--- config.mk ---
export PLATFORM = sky130hd
export DESIGN_NAME = riscv_core_adder_arbiter
export DESIGN_NICKNAME = d
export VERILOG_FILES = /design/src/rtl/riscv_core_adder_arbiter.sv
export SDC_FILE = /design/constraint.sdc
export NUM_CORES = 1
export LEC_CHECK = 0
export BUFFER_PORTS_ARGS = -buffer_cell sky130_fd_sc_hd__buf_2
export CAP_MARGIN = 20
export CORE_AREA = 2 2 183 185
export DETAILED_ROUTE_END_ITERATION = 7
export DIE_AREA = 0 0 185 187
export SYNTH_ARGS = -nofsm -noshare
export SYNTH_HDL_FRONTEND = slang
export SYNTH_SLANG_ARGS = --single-unit
--- constraint.sdc ---
create_clock -name i_clk -period 11.1 [get_ports i_clk]
set_input_delay 1.11 -clock i_clk [delete_from_list [all_inputs] [get_ports i_clk]]
set_output_delay 1.11 -clock i_clk [all_outputs]
set_load 0.005 [all_outputs]
--- src/rtl/riscv_core_adder_arbiter.sv ---
// riscv_core_adder_arbiter: round-robin arbiter sharing one XLEN-bit add/sub
// datapath among NREQ requesters. It has one registered, ID-tagged response slot.
// Optional feature macro: RISCV_ADDER_ARB_WORD_EN (adds i_req_word, ADDW/SUBW).
module riscv_core_adder_arbiter #(
    parameter int unsigned XLEN = 64,
    parameter int unsigned NREQ = 3,
    localparam int unsigned ID_W = $clog2(NREQ)
) (
    input  logic                 i_clk,
    input  logic                 i_rst,
    input  logic [NREQ-1:0]      i_req_valid,
    output logic [NREQ-1:0]      o_req_ready,
    input  logic [NREQ*XLEN-1:0] i_req_srcA,
    input  logic [NREQ*XLEN-1:0] i_req_srcB,
    input  logic [NREQ-1:0]      i_req_sub,
`ifdef RISCV_ADDER_ARB_WORD_EN
    input  logic [NREQ-1:0]      i_req_word,
`endif
    output logic                 o_rsp_valid,
    input  logic                 i_rsp_ready,
    output logic [ID_W-1:0]      o_rsp_id,
    output logic [XLEN-1:0]      o_rsp_result,
    output logic                 o_rsp_carry
);

    // Round-robin pointer: the first requester searched on the next grant.
    logic [ID_W-1:0] rr_ptr;

    logic            slot_free;
    logic            gnt_found;
    logic [ID_W-1:0] gnt_idx;
    logic [ID_W:0]   idx_sum;
    logic [ID_W-1:0] cand;
    logic            xfer;
    logic [ID_W-1:0] rr_next;

    logic [XLEN-1:0] sel_a;
    logic [XLEN-1:0] sel_b;
    logic            sel_sub;
    logic [XLEN-1:0] b_eff;
    logic [XLEN:0]   sum_full;
    logic [XLEN-1:0] res_next;
    logic            carry_next;
`ifdef RISCV_ADDER_ARB_WORD_EN
    logic            sel_word;
    logic [32:0]     sum_lo;
`endif

    // The slot can take a new result when it is empty or is being drained now.
    assign slot_free = !o_rsp_valid || i_rsp_ready;

    // Rotating-priority search for the first valid requester, starting at rr_ptr.
    always_comb begin
        gnt_found = 1'b0;
        gnt_idx   = '0;
        idx_sum   = '0;
        cand      = '0;
        for (int unsigned i = 0; i < NREQ; i++) begin
            idx_sum = {1'b0, rr_ptr} + (ID_W+1)'(i);
            if (idx_sum >= (ID_W+1)'(NREQ)) begin
                idx_sum = idx_sum - (ID_W+1)'(NREQ);
            end
            cand = ID_W'(idx_sum);
            if (!gnt_found && i_req_valid[cand]) begin
                gnt_found = 1'b1;
                gnt_idx   = cand;
            end
        end
    end

    // One-hot grant, suppressed during reset or while the slot is blocked.
    always_comb begin
        o_req_ready = '0;
        if (gnt_found && slot_free && !i_rst) begin
            o_req_ready[gnt_idx] = 1'b1;
        end
    end

    assign xfer    = |o_req_ready;
    assign rr_next = (gnt_idx == ID_W'(NREQ - 1)) ? '0 : gnt_idx + ID_W'(1);

    // Select the granted requester's operands for the shared adder.
    always_comb begin
        sel_a   = '0;
        sel_b   = '0;
        sel_sub = 1'b0;
`ifdef RISCV_ADDER_ARB_WORD_EN
        sel_word = 1'b0;
`endif
        for (int unsigned k = 0; k < NREQ; k++) begin
            if (gnt_idx == ID_W'(k)) begin
                sel_a   = i_req_srcA[k*XLEN +: XLEN];
                sel_b   = i_req_srcB[k*XLEN +: XLEN];
                sel_sub = i_req_sub[k];
`ifdef RISCV_ADDER_ARB_WORD_EN
                sel_word = i_req_word[k];
`endif
            end
        end
    end

    // Shared adder: A + (sub ? ~B : B) + sub, with carry-out in bit XLEN.
    always_comb begin
        b_eff    = sel_sub ? ~sel_b : sel_b;
        sum_full = {1'b0, sel_a} + {1'b0, b_eff} + (XLEN+1)'(sel_sub);
`ifdef RISCV_ADDER_ARB_WORD_EN
        // Word ops sign-extend the low 32 bits and carry out of bit 31.
        sum_lo = {1'b0, sel_a[31:0]} + {1'b0, b_eff[31:0]} + 33'(sel_sub);
        if (sel_word) begin
            res_next   = {{(XLEN-32){sum_lo[31]}}, sum_lo[31:0]};
            carry_next = sum_lo[32];
        end else begin
            res_next   = sum_full[XLEN-1:0];
            carry_next = sum_full[XLEN];
        end
`else
        res_next   = sum_full[XLEN-1:0];
        carry_next = sum_full[XLEN];
`endif
    end

    // Response slot and round-robin pointer; data fields hold when not loaded.
    always_ff @(posedge i_clk) begin
        if (i_rst) begin
            o_rsp_valid  <= 1'b0;
            o_rsp_id     <= '0;
            o_rsp_result <= '0;
            o_rsp_carry  <= 1'b0;
            rr_ptr       <= '0;
        end else if (xfer) begin
            o_rsp_valid  <= 1'b1;
            o_rsp_id     <= gnt_idx;
            o_rsp_result <= res_next;
            o_rsp_carry  <= carry_next;
            rr_ptr       <= rr_next;
        end else if (i_rsp_ready) begin
            o_rsp_valid  <= 1'b0;
        end
    end

endmodule
==> impl.org <==
** Status
- Result of the run :: finished clean

** Timing
- The number of max-slew violations in the final report was 0.
- Setup ws final :: 4.28 ns
- The worst pin sits at a relative slew slack of 0.373.
- Setup repair after global routing left no endpoint under its margin.
- Setup violations remaining at the end of the flow were counted as 0.
- At the pin with the least slew margin, the transition time is 0.941 ns.
- After routing, the total negative slack on setup checks comes to 0 ns.
- Derived from the worst setup path, the maximum achievable clock frequency is 147 MHz.
- Counting I/O delays and the setup requirement, the final critical path takes 6.82 ns.
- Share of the clock period used by the worst path :: 0.614
- Number of hold-slack violations in the final timing report :: 0
- Setup clock skew after layout :: 0.00616 ns

** Detailed routing
- Antenna-violating nets left :: 0
- The first routing iteration left 600 violations.
- Total via count in the routed design :: 11.1k
- After detailed routing, the number of remaining DRC violations is 0.
- The first detailed-routing pass ran for 5 iterations.
- In the final routed layout, each cell accounts on average for 18.7 µm.
- Wires add up to 41300 µm.
- After detailed routing, the number of vias per cell comes to 5.04.

** Clocking
- Buffers added to address setup during post-CTS repair amount to 0.
- CTS Buffer Depth :: 2
- Clock root buffer :: sky130_fd_sc_hd__clkbuf_16
- Clock insertion delay at the later pin of the skew report :: 0.35 ns
- CTS tree :: done
- The clock tree synthesis step divided the H-tree into 3 levels.
- Number of sinks handled by clock tree synthesis :: 70
- The number of hold buffers added after CTS was 0.
- Post-CTS repair changed the size of 0 cells.
- Num CTS Buffers :: 9
- Clock-pin slew reported for the worst setup and hold paths after clock tree synthesis :: 0.06 ns

** Flow run
- Max-cap violations in this run came to 0.

** Setup path
- Crit path buf inv count :: 2
- Slowest CP cell :: sky130_fd_sc_hd__buf_4
- Worst setup path category :: input pin to flop
- Data arrives at the worst endpoint at 7.01 ns.
- R2r worst-path depth :: 22
- Crit path largest cell delay :: 0.80 ns
- The signal on the critical path passes through buf_2 > mux2i_1 > o2111a_1 > nand3_2 > nand2_4 > buf_4 > mux2i_1 > o21ai_0 > xnor2_1 > ha_1 > or4_1 > a21oi_2 > nor3_2 > o21a_2 > a31o_4 > a31oi_2 > o31ai_4 > a311oi_4 > o41ai_2 > xnor2_1 > o21ai_1.
- The startpoint identified for the worst register-to-register timing path is rr_ptr[0]$_SDFFE_PP0P_.
- Biggest fanout along the worst timing path :: 51
- Type of origin of the critical path :: input pin
- Capture point of the worst reg-to-reg path :: o_rsp_carry$_SDFFE_PP0P_
- CP endpoint kind :: flop
- In this design, the largest share of critical-path delay is due to compound AO/OA/AOI/OAI gates.
- Data on the critical path is required at its endpoint by 11.30 ns.
- Reg-to-reg setup timing slack :: 4.30 ns

** Synth
- Synthesis produced a netlist with a net count of 1830.
- The synthesized design contains 70 register bits.
- Number of warnings printed during yosys synthesis :: 0
- Synth unique cells :: 83
- Share of Yosys cell area claimed by the top area cell type :: 0.143
- Number of flops mapped to enable cells by yosys :: 0
- Mapped Cells :: 1369
- The largest total area in the synthesized netlist belongs to sky130_fd_sc_hd__dfxtp_1.
- Primary flip-flop cell chosen by synthesis mapping :: sky130_fd_sc_hd__dfxtp_1
- Counting flops with an async set or reset pin after synthesis yields a share of 0.
- Post-synthesis average cell area :: 7.16 µm²
- Top post-synthesis cells by area :: sky130_fd_sc_hd__dfxtp_1 14%, sky130_fd_sc_hd__mux2i_1 13%, sky130_fd_sc_hd__nand2_1 9.2%
- For this run, the register share of the synthesized area comes to 0.143.
- In this run the cell area of the synthesized design comes to 9800 µm².

** Final layout
- The finished cells cover 12700 µm².
- Register area :: 1400 µm²
- Area used by multi-input combinational logic :: 7910 µm²
- The finished layout holds 2205 standard cells, fillers aside.
- Share of layout cells above drive strength 1 :: 0.301
- The filler cells instantiated in the layout total 3573.
- Net count reported at finish :: 2208
- From synthesis to final layout, the design area changed by 29.7%.

** Place
- In this run the tool buffered the top-level ports with 463 buffer cells.
- Routability-driven placement congestion ratio :: 0.864
- Prior to clock tree synthesis, the placed netlist has a worst setup slack of 3.95 ns.
- Instance area at placement :: 12300 µm²
- Hpwl dp :: 34300 µm
- Including well taps, the total number of placed cells is 2184.

** Hold path
- The min-delay analysis places its worst path in the category flop to flop.
- The worst hold path terminates at o_rsp_result[19]$_SDFFE_PP0P_.
- The worst hold path begins at o_rsp_result[19]$_SDFFE_PP0P_.
- Counting instances, the worst hold path has a depth of 2.

** Power
- Leakage power :: 0.00584 µW
- Worst-case vdd ir drop :: 0.0000978 V
- Power density relative to cell area :: 256 nW/µm²

** Global routing
- The first global-routing pass estimated 60800 µm of wire.
- The initial antenna violation count was 12.
- The via count of the first global-routing pass was 10.8k.
- For this run the aggregate overflow at the end of global routing stands at 0.
- Maximum number of pins on one net before global-route repair :: 106
- Across every metal layer, demand over resource in global routing totals 0.230.

** Floorplanning
- From bottom edge to top edge, the die measures 187 µm.
- Core area :: 32900 µm²
- The die covers 34600 µm².
- Measured along the x axis, the die boundary spans 185 µm.
- In this run the core area contains 67 standard-cell rows.
- 464 I/O pins were placed.
- Initial core utilization :: 0.298
[cell families after synthesis]
group / after synthesis / share of synthesized area
compound gates: 453 / 0.291
xor+xnor: 119 / 0.106
fa+ha+maj: 68 / 0.0876
buf+inv: 129 / 0.0540
flops: 70 / 0.143
mux: 130 / 0.133
simple gates: 400 / 0.185
[worst max-delay path by stage]
stage	endpoint	cells after the start	slack, ns	start
2_1_floorplan	o_rsp_result[58]$_SDFFE_PP0P_	22	5.44	i_req_valid[1]
4_1_cts	o_rsp_carry$_SDFFE_PP0P_	22	4.32	rr_ptr[0]$_SDFFE_PP0P_
6_report	o_rsp_result[62]$_SDFFE_PP0P_	21	4.28	i_req_valid[1]
3_3_place_gp	o_rsp_result[58]$_SDFFE_PP0P_	21	4.05	i_req_valid[1]
3_5_place_dp	o_rsp_result[58]$_SDFFE_PP0P_	21	3.95	i_req_valid[1]
5_1_grt	o_rsp_carry$_SDFFE_PP0P_	22	3.65	rr_ptr[0]$_SDFFE_PP0P_
[routing by layer]
| metal | track usage | routed length, µm |
|---|---|---|
| met5 | 0 | 30 |
| met3 | 0.0395 | 2270 |
| met1 | 0.285 | 17800 |
| met2 | 0.405 | 20100 |
| met4 | 0.0702 | 1060 |
[worst min-delay path, stage by stage (launching register included)]
cell and delay (ns):
sky130_fd_sc_hd__dfxtp_1 0.30, sky130_fd_sc_hd__nand2_1 0.05, sky130_fd_sc_hd__a21oi_1 0.05
[cell type report]
| cell class | instances | share of cell area |
|---|---|---|
| diodes | 5 | 0.000985 |
| clock buffers | 9 | 0.0177 |
| clock inverters | 7 | 0.00945 |
| inverters | 23 | 0.00679 |
| multi-input cells | 1170 | 0.622 |
| flip-flops and latches | 70 | 0.110 |
| well taps | 448 | 0.0441 |
| repair buffers | 473 | 0.188 |
[cells in the mapped netlist (all sizes together), types with 3 or more instances]
master,instances
a211o,4
a211oi,10
a21o,69
a21oi,101
a31oi,13
and2,3
and3,5
and4,3
buf,32
clkbuf,74
dfxtp,70
ha,67
inv,23
mux2i,129
nand2,240
nand2b,5
nand3,50
nand3b,5
nand4,22
nor2,33
nor2b,7
nor3,13
nor4,7
o211ai,4
o21a,10
o21ai,190
o21bai,14
o31ai,8
or4,3
xnor2,96
xor2,23
[sequential cells by signal (all words and copies together) (netlist names)]
register / flops
rr_ptr: 2
o_rsp_valid: 1
o_rsp_carry: 1
o_rsp_id: 2
o_rsp_result: 64
[per-stage QoR]
| stage | hold WS (ns) | total power (µW) | utilization |
|---|---|---|---|
| floorplan | 0.448 | 2220 | - |
| global placement | 0.438 | 2900 | 0.376 |
| detailed placement | 0.443 | 2910 | 0.376 |
| CTS | 0.452 | 3270 | 0.386 |
| global route | 0.466 | 3550 | 0.387 |
| finish | 0.448 | 3250 | 0.387 |
[placed cells by master (no fill, tap or decap), drive strengths merged, types with 25 or more instances in the layout]
cell type  instances
mux2i            129
nand3             50
a21oi            101
inv               25
dfxtp             70
nand2            240
xnor2             96
ha                67
buf              473
o21ai            190
a21o              69
nor2              33
[power breakdown]
part,total (µW),switching [µW],internal [µW]
clock network,347,126,221
logic,2500,1470,1030
registers,407,50.5,357
total,3250,1650,1600
(Power assumes the default switching activity.)
